<file path="src/rtl/cok_cevrim_denetleyici.sv">
// cok_cevrim_denetleyici: sequences the execute stage's multi-cycle units
// (pipelined multiplier, iterative divider, AI accelerator). It fires the start
// pulse, stalls upstream while the unit is busy and marks the single result cycle.
// Single-cycle units (birim 00) pass through untouched.
//
// Optional build macro CDD_ZAMAN_ASIMI_EN: adds a watchdog on the divider/AI wait.
// When the macro is undefined the wait is unbounded and hata_o is tied low.
module cok_cevrim_denetleyici #(
    parameter int unsigned CARP_GECIKME = 2,   // multiplier latency, 1..15
    parameter int unsigned ZAMAN_ASIMI  = 64   // watchdog limit (optional feature)
) (
    input  logic       clk_i,
    input  logic       rst_ni,
    input  logic       istek_gecerli_i,
    input  logic [1:0] istek_birim_i,
    input  logic       bosalt_i,
    input  logic       bol_bitti_i,
    input  logic       yzh_bitti_i,
    output logic       carp_basla_o,
    output logic       bol_basla_o,
    output logic       yzh_basla_o,
    output logic       iptal_o,
    output logic       durdur_o,
    output logic       sonuc_gecerli_o,
    output logic [1:0] sonuc_birim_o,
    output logic       hata_o
);

    typedef enum logic [2:0] {
        StBosta,
        StCarp,
        StBol,
        StYzh,
        StSonuc
    } durum_t;

    localparam logic [1:0] BirimTek  = 2'b00;
    localparam logic [1:0] BirimCarp = 2'b01;
    localparam logic [1:0] BirimBol  = 2'b10;
    localparam logic [1:0] BirimYzh  = 2'b11;

    // Counter value seen in the last CARP cycle before the result cycle.
    localparam logic [3:0] CarpSon = 4'(CARP_GECIKME - 1);

    durum_t     durum_q;
    logic [3:0] carp_sayac_q;
    logic [1:0] sonuc_birim_q;

    logic kabul;        // request accepted in BOSTA this cycle
    logic bekle;        // waiting on divider or AI
    logic bitti;        // matching done pulse for the unit being waited on
    logic zaman_doldu;  // watchdog expired this cycle (always 0 without the feature)

    // Request acceptance and completion detection.
    always_comb begin
        kabul = rst_ni && (durum_q == StBosta) && istek_gecerli_i
                && (istek_birim_i != BirimTek) && !bosalt_i;
        bekle = (durum_q == StBol) || (durum_q == StYzh);
        bitti = ((durum_q == StBol) && bol_bitti_i) || ((durum_q == StYzh) && yzh_bitti_i);
    end

`ifdef CDD_ZAMAN_ASIMI_EN
    localparam int unsigned ZsGen = $clog2(ZAMAN_ASIMI + 1);
    localparam logic [ZsGen-1:0] ZamanSon = ZsGen'(ZAMAN_ASIMI - 1);

    logic [ZsGen-1:0] bekle_sayac_q;

    // Watchdog counter: cleared when a divider/AI op starts, counts wait cycles.
    always_ff @(posedge clk_i or negedge rst_ni) begin
        if (!rst_ni) begin
            bekle_sayac_q <= '0;
        end else if (kabul) begin
            bekle_sayac_q <= '0;
        end else if (bekle && (bekle_sayac_q != ZamanSon)) begin
            bekle_sayac_q <= bekle_sayac_q + 1'b1;
        end
    end

    // Expiry on the ZAMAN_ASIMI-th wait cycle; a done pulse in that cycle wins.
    always_comb begin
        zaman_doldu = bekle && !bitti && (bekle_sayac_q == ZamanSon);
    end
`else
    // Without the watchdog the limit parameter has no effect.
    logic unused_zaman_asimi;
    assign unused_zaman_asimi = ^ZAMAN_ASIMI;

    // No watchdog: the wait never expires.
    always_comb begin
        zaman_doldu = 1'b0;
    end
`endif

    // Sequencing FSM: state, multiplier cycle counter and result-unit register.
    always_ff @(posedge clk_i or negedge rst_ni) begin
        if (!rst_ni) begin
            durum_q       <= StBosta;
            carp_sayac_q  <= '0;
            sonuc_birim_q <= BirimTek;
        end else if (bosalt_i) begin
            // Flush beats done pulses and counter expiry.
            durum_q      <= StBosta;
            carp_sayac_q <= '0;
        end else begin
            unique case (durum_q)
                StBosta: begin
                    if (kabul) begin
                        unique case (istek_birim_i)
                            BirimCarp: begin
                                if (CARP_GECIKME <= 1) begin
                                    durum_q       <= StSonuc;
                                    sonuc_birim_q <= BirimCarp;
                                end else begin
                                    durum_q      <= StCarp;
                                    carp_sayac_q <= 4'd1;
                                end
                            end
                            BirimBol: durum_q <= StBol;
                            BirimYzh: durum_q <= StYzh;
                            default:  durum_q <= StBosta;
                        endcase
                    end
                end
                StCarp: begin
                    if (carp_sayac_q == CarpSon) begin
                        durum_q       <= StSonuc;
                        sonuc_birim_q <= BirimCarp;
                        carp_sayac_q  <= '0;
                    end else begin
                        carp_sayac_q <= carp_sayac_q + 4'd1;
                    end
                end
                StBol: begin
                    if (bitti) begin
                        durum_q       <= StSonuc;
                        sonuc_birim_q <= BirimBol;
                    end else if (zaman_doldu) begin
                        durum_q <= StBosta;
                    end
                end
                StYzh: begin
                    if (bitti) begin
                        durum_q       <= StSonuc;
                        sonuc_birim_q <= BirimYzh;
                    end else if (zaman_doldu) begin
                        durum_q <= StBosta;
                    end
                end
                StSonuc: begin
                    // The micro-op is still held at the input here; do not restart it.
                    durum_q <= StBosta;
                end
                default: durum_q <= StBosta;
            endcase
        end
    end

    // Outputs: start pulses and stall react in the accept cycle, so they are
    // combinational. Everything is gated by rst_ni so reset silences them at once.
    always_comb begin
        carp_basla_o    = kabul && (istek_birim_i == BirimCarp);
        bol_basla_o     = kabul && (istek_birim_i == BirimBol);
        yzh_basla_o     = kabul && (istek_birim_i == BirimYzh);
        iptal_o         = rst_ni && bekle && (bosalt_i || zaman_doldu);
        hata_o          = rst_ni && zaman_doldu && !bosalt_i;
        // The stall stays up through a watchdog abort; hata_o tells upstream why.
        durdur_o        = rst_ni && !bosalt_i
                          && (kabul || (durum_q == StCarp) || bekle);
        sonuc_gecerli_o = rst_ni && !bosalt_i && (durum_q == StSonuc);
        sonuc_birim_o   = sonuc_birim_q;
    end

endmodule

</file>
<file path="config.mk">
export PLATFORM = sky130hd
export DESIGN_NAME = cok_cevrim_denetleyici
export DESIGN_NICKNAME = d
export VERILOG_FILES = /design/src/rtl/cok_cevrim_denetleyici.sv
export SDC_FILE = /design/constraint.sdc
export NUM_CORES = 1
export LEC_CHECK = 0
export ABC_AREA = 1
export CORE_AREA = 3 3 40 42
export DETAILED_ROUTE_END_ITERATION = 10
export DIE_AREA = 0 0 43 45
export PLACE_DENSITY_LB_ADDON = 0.25
export SYNTH_ARGS = -nofsm -noshare
export SYNTH_HDL_FRONTEND = slang
export SYNTH_SLANG_ARGS = --single-unit
</file>
<file path="constraint.sdc">
create_clock -name clk_i -period 2.55 [get_ports clk_i]
set_input_delay 0.765 -clock clk_i [delete_from_list [all_inputs] [get_ports clk_i]]
set_output_delay 0.765 -clock clk_i [all_outputs]
set_load 0.005 [all_outputs]
</file>
==> results of run 1 <==
## cell families after synthesis
group | synth area share [%]
and+or+nand+nor | 38.3
buffers and inverters | 9.87
AOI/OAI and AO/OA | 11.2
DFF | 34.8
adders and majority gates | 3.87
xor gates and xnor gates | 1.35
other | 0.580
## critical path, delay by kind of cell
family                 cells  cell delay [ns]
buffers and inverters      4             0.73
and+or+nand+nor            2             0.24
## final cells by class
cell class | count | area (um^2)
tap | 15 | 18.8
fill | 91 | 285
clock buffer | 4 | 26.3
multi-input combinational | 65 | 374
inverter | 12 | 45.0
sequential | 9 | 225
timing repair buffer | 40 | 310
## what timing repair did
action / CTS / global route
resized for setup: 28 / 3
setup buffers: 9 / 1
endpoints found under the hold margin: 0 / 0
hold buffers: 0 / 0
endpoints found under the setup margin: 6 / 5
pin swaps: 7 / 1
## placed cells by master (no fill, tap or decap), types with 2 or more instances in the layout
cell type	count
buf_4	25
nand2_1	16
dfrtp_1	9
inv_1	7
o21ai_1	7
nor2_1	6
nand3_1	6
nand4_1	6
dlygate4sd2_1	6
inv_2	5
nand2_2	4
clkdlybuf4s50_1	4
buf_2	4
nor2_2	3
clkbuf_4	3
a21oi_2	2
nor3_2	2
nor3_1	2
nand3_2	2
o21ai_0	2
ha_1	2
## metrics by stage
step	TNS, ns	util (%)
6_report	0	77.8
5_1_grt	0	77.8
4_1_cts	0	76.9
3_5_place_dp	-2.60	70.8
3_3_place_gp	-2.61	70.8
2_1_floorplan	0	-
## per-layer routing
layer,routed length [um],part of all wire (%)
met4,50,2.7
met1,775,42
met5,0,0
met3,129,7.0
met2,885,48
## worst max path at each step
stage | from | to
after floorplan | bosalt_i | bol_basla_o
after global placement | rst_ni | yzh_basla_o
after detailed placement | rst_ni | yzh_basla_o
after CTS | bosalt_i | yzh_basla_o
after global routing | bosalt_i | sonuc_gecerli_o
final | bosalt_i | sonuc_gecerli_o
## power by group through the flow
stage | clock network [uW] | registers [uW] | logic, uW
detailed placement | 0 | 175 | 138
global route | 125 | 175 | 167
finish | 117 | 172 | 153
floorplan | 0 | 175 | 64.7
global placement | 0 | 173 | 135
CTS | 116 | 173 | 147
## synthesized netlist by cell type, drive strengths merged
master,count,area (um^2)
nand3,8,50.1
ha,2,25.0
inv,12,45.1
nor3,5,36.3
dfrtp,9,225
nor2,9,41.3
buf,2,18.8
xor2,1,8.76
nand4,6,37.5
conb,1,3.75
a21oi,3,18.8
nand2,20,82.6
o21ai,10,53.8
## sequential cells by signal, summed over array words and instances (netlist names)
name,cells
durum_q,3
carp_sayac_q,4
sonuc_birim_o,2
==> results.py, run 1 <==
metrics = {
    "run_status": {
        "run_status": "complete, no violations",
    },
    "global_route": {
        "gr-usage-met1_pct": 24.6,
        "grt_pass1_wl_um": 3070,
        "track_usage_pct": 21.5,
        "antenna_found_initial": 0,
        "busiest_layer": "met2",
        "grt_max_degree": 8,
        "met2_usage_pct": 39.5,
        "gr-total-overflow": 0,
        "grt_pass1_vias": 731,
        "met3_usage_pct": 2.79,
    },
    "floorplan": {
        "die_h_um": 45,
        "io_pins": 17,
        "start_util_pct": 50.3,
        "rows": 13,
        "core-area_um2": 1280,
        "dieArea_um2": 1940,
        "die_w_um": 43,
    },
    "logic_synthesis": {
        "synth_warnings": 0,
        "postSynthCellCount": 88,
        "ys_seq_area_share_pct": 34.8,
        "synth_nets": 98,
        "postSynthAreaPerCell_um2": 7.35,
        "ys_ff_latch": 9,
        "synth.cell_area_um2": 647,
        "synth_cell_types": 22,
    },
    "critical_path": {
        "crit_chain": "dlygate4sd2_1 > buf_4 > inv_1 > nand2_2 > nor3_1 > clkdlybuf4s15_1",
        "cp-end-kind": "primary output",
        "rr_startpoint": "durum_q[1]$_DFFE_PN0P_",
        "crit_fanout": 5,
        "critPathRequiredTime_ns": 1.79,
        "cpPeakStageDelay_ns": 0.26,
        "rr_endpoint": "carp_sayac_q[0]$_DFFE_PN0P_",
        "critPathLaunchType": "primary input",
        "path_class": "primary input to primary output",
        "crit_arrival_ns": 1.74,
        "r2r_cells": 7,
        "crit_slowest_cell": "dlygate4sd2_1",
        "regToRegSetupSlack_ns": 1.17,
    },
    "sta": {
        "hold_viol_final": 0,
        "timing.hold.ws_ns": 0.501,
        "finalWorstSetupSlack_ns": 0.0437,
        "setup_viol": 0,
        "fin_crit_ns": 2.51,
        "min_period_over_period_pct": 98.3,
        "fmax_mhz": 399,
        "rsz0062_at_grt": "false",
        "slew_violations": 0,
        "finalClockSkew_ns": 0.00109,
    },
    "pwr": {
        "power.switching_uw": 146,
        "power_per_cell_area_nw_per_um2": 443,
        "p_clk_share_pct": 26.5,
        "irDropWorstVdd_v": 0.000320,
        "sequentialPowerShare_pct": 38.9,
        "p_total_uw": 443,
        "p_int_uw": 297,
        "swShare_pct": 33.0,
        "p_leak_uw": 0.000512,
        "comb_power_share_pct": 34.6,
    },
    "place": {
        "dp_hpwl_um": 1320,
        "globalplace.congestion": 0.781,
        "place_area_um2": 910,
        "dp_cells": 131,
        "portBuffers": 15,
        "place_ws_ns": -0.492,
    },
    "route": {
        "drt-initial-drc-count": 33,
        "drt_wl_total_um": 1840,
        "drc": 0,
        "wl_per_cell_um": 12.7,
        "vias": 770,
        "antenna_left": 0,
        "drt_pass1_iterations": 4,
        "vias_per_cell": 5.31,
    },
    "clocking": {
        "cts_buffers": 3,
        "h-tree-depth": 1,
        "cts.sinks": 9,
        "cts-root-buf": "clkbuf_4",
        "path_clk_slew_ns": 0.06,
        "cts_tree": "yes",
        "insertion_delay_ns": 0.27,
        "clockBufferDepth": 2,
    },
    "min_path": {
        "min_to": "sonuc_birim_o[1]$_DFFE_PN0P_",
        "whs_path_depth": 2,
        "hp-class": "flop to flop",
        "hp-start": "sonuc_birim_o[1]$_DFFE_PN0P_",
    },
    "cells_and_area": {
        "nets": 141,
        "syn2layout_area_growth_pct": 54.5,
        "stdcell_count": 145,
        "antenna_cells": 0,
        "final_area_um2": 1000,
        "drive_above_1_share_pct": 40.0,
    },
    "flow_run": {
        "cap_violations": 0,
    },
}
Note: power is estimated with default switching activity, not from simulation.
==> run 2, diff against run 1 <==
Settings changed: REMOVE_ABC_BUFFERS from default to 1, SLEW_MARGIN from default to 10.
==> run 2 against run 1 <==
Effect of this change:
- clock power about the same
- wire length up 11%
- clock-buffer cell count unchanged
- power up 0.31%
- core utilization up 2.2 points
- sequential share of layout area down 0.63 points
- final area up 2.9%
- via count up 5.2%
- critical path type unchanged
- critical endpoint is now durdur_o
==> results.py, run 2 (synthesis results as in run 1) <==
metrics = {
    "run_status": {
        "run_status": "complete, no violations",
    },
    "cells_and_area": {
        "syn2layout_area_growth_pct": 59.0,
        "final_area_um2": 1030,
        "antenna_cells": 0,
        "final_common_cell": "buf_4",
        "stdcell_count": 148,
        "final_cell_mix": "buf_4 (26), nand2_1 (17), dfrtp_1 (9)",
        "nets": 144,
        "regMostFlops": "carp_sayac_q",
        "drive_above_1_share_pct": 41.4,
        "largest_reg_flops": 4,
    },
    "place": {
        "dp_cells": 131,
        "globalplace.congestion": 0.795,
        "dp_hpwl_um": 1320,
        "portBuffers": 15,
        "place_area_um2": 910,
    },
    "sta": {
        "min_period_over_period_pct": 96.0,
        "slew_violations": 0,
        "fin_crit_ns": 2.45,
        "hold_viol_final": 0,
        "setup_viol": 0,
        "rsz0062_at_grt": "false",
        "fmax_mhz": 408,
        "finalClockSkew_ns": 0.00521,
    },
    "route": {
        "vias": 810,
        "drc": 0,
        "drt-initial-drc-count": 27,
        "vias_per_cell": 5.47,
        "drt_pass1_iterations": 4,
        "wl_per_cell_um": 13.9,
        "drt_wl_total_um": 2050,
        "antenna_left": 0,
    },
    "pwr": {
        "sequentialPowerShare_pct": 38.9,
        "p_clk_share_pct": 25.7,
        "p_int_uw": 299,
        "power_per_cell_area_nw_per_um2": 432,
        "p_leak_uw": 0.000545,
        "comb_power_share_pct": 35.4,
        "irDropWorstVdd_v": 0.000289,
        "power.switching_uw": 145,
        "swShare_pct": 32.6,
    },
    "flow_run": {
        "cap_violations": 0,
    },
    "global_route": {
        "grt_pass1_wl_um": 3330,
        "grt_pass1_vias": 796,
        "gr-total-overflow": 0,
        "grt_max_degree": 8,
        "antenna_found_initial": 0,
        "track_usage_pct": 23.0,
    },
    "critical_path": {
        "crit_buf_inv": 2,
        "cpPeakStageDelay_ns": 0.22,
        "crit_chain": "clkdlybuf4s15_2 > nand2_1 > a21oi_2 > nand2_2 > a21oi_2 > buf_2",
        "crit_top_cell": "a21oi_2",
        "cp-end-kind": "primary output",
        "critPathLaunchType": "primary input",
        "critPathRequiredTime_ns": 1.79,
        "path_class": "primary input to primary output",
        "crit_arrival_ns": 1.68,
        "crit_fanout": 5,
        "cpLargestDelayFamily": "buffers and inverters",
        "crit_slowest_cell": "clkdlybuf4s15_2",
    },
    "floorplan": {
        "io_pins": 17,
        "rows": 13,
        "dieArea_um2": 1940,
        "die_w_um": 43,
        "start_util_pct": 50.3,
        "core-area_um2": 1280,
        "die_h_um": 45,
    },
    "clocking": {
        "clockBufferDepth": 2,
        "cts_tree": "yes",
        "cts_buffers": 3,
        "cts.sinks": 9,
        "path_clk_slew_ns": 0.07,
        "cts-root-buf": "clkbuf_4",
        "h-tree-depth": 1,
        "holdBufCountCts": 0,
        "insertion_delay_ns": 0.26,
    },
    "min_path": {
        "hp-class": "flop to flop",
    },
}
[run 2: what timing repair did]
item / CTS / global route
buffers inserted: 10 / 3
hold endpoints to repair: 0 / 0
pin swaps: 4 / 0
resized for setup: 32 / 2
endpoints found under the setup margin: 6 / 2
[run 2: stage by stage]
stage	setup TNS (ns)	setup WS, ns	hold WS, ns	util [%]	total power [uW]
after global routing	0	0.0369	0.542	80.0	475
after floorplan	0	0.507	0.469	-	237
after detailed placement	-2.80	-0.533	0.489	70.8	312
after CTS	0	0.00964	0.506	78.5	436
after global placement	-2.69	-0.490	0.473	70.8	307
final	0	0.102	0.498	80.0	444
[run 2: power by group through the flow]
stage               combinational [uW]  sequential [uW]  clock [uW]
floorplan                         60.1              177           0
global placement                   133              174           0
detailed placement                 136              176           0
CTS                                148              173         115
global route                       173              176         126
finish                             157              173         114
[run 2: routing by layer]
layer	track usage (%)	vias up	share of wire (%)
met5	0	-	0
met1	24.4	363	36
li1	-	380	-
met3	4.38	14	8.8
met2	41.9	53	51
met4	14.5	0	4.1
[run 2: area by class of cell]
cell class              instances  area [um^2]
multi-input cells              65          372
repair buffers                 43          342
clock buffers                   4         26.3
flip-flops and latches          9          225
well taps                      15         18.8
fillers                        87          256
inverters                      12         45.0
[run 2: worst reg2reg max path, stage by stage, from the launching register on]
cell and delay (ns):
dfrtp_1 0.48, nor2_2 0.19, nand2_1 0.12, buf_4 0.16, nor2_1 0.17, nor2_2 0.09, nand2_1 0.08, o21ai_1 0.06
[run 2: final timing paths]
path	from	endpoint	slack, ns	depth (start not counted)
setup / recovery	rst_ni	durdur_o	0.10	6
hold / removal	sonuc_birim_o[0]$_DFFE_PN0P_	sonuc_birim_o[0]$_DFFE_PN0P_	0.50	2
setup reg to reg	durum_q[2]$_DFFE_PN0P_	carp_sayac_q[0]$_DFFE_PN0P_	1.08	7
hold reg to reg	sonuc_birim_o[0]$_DFFE_PN0P_	sonuc_birim_o[0]$_DFFE_PN0P_	0.50	2
max in group asynchronous	rst_ni	durum_q[1]$_DFFE_PN0P_	1.83	3
min in group asynchronous	rst_ni	carp_sayac_q[2]$_DFFE_PN0P_	0.55	2
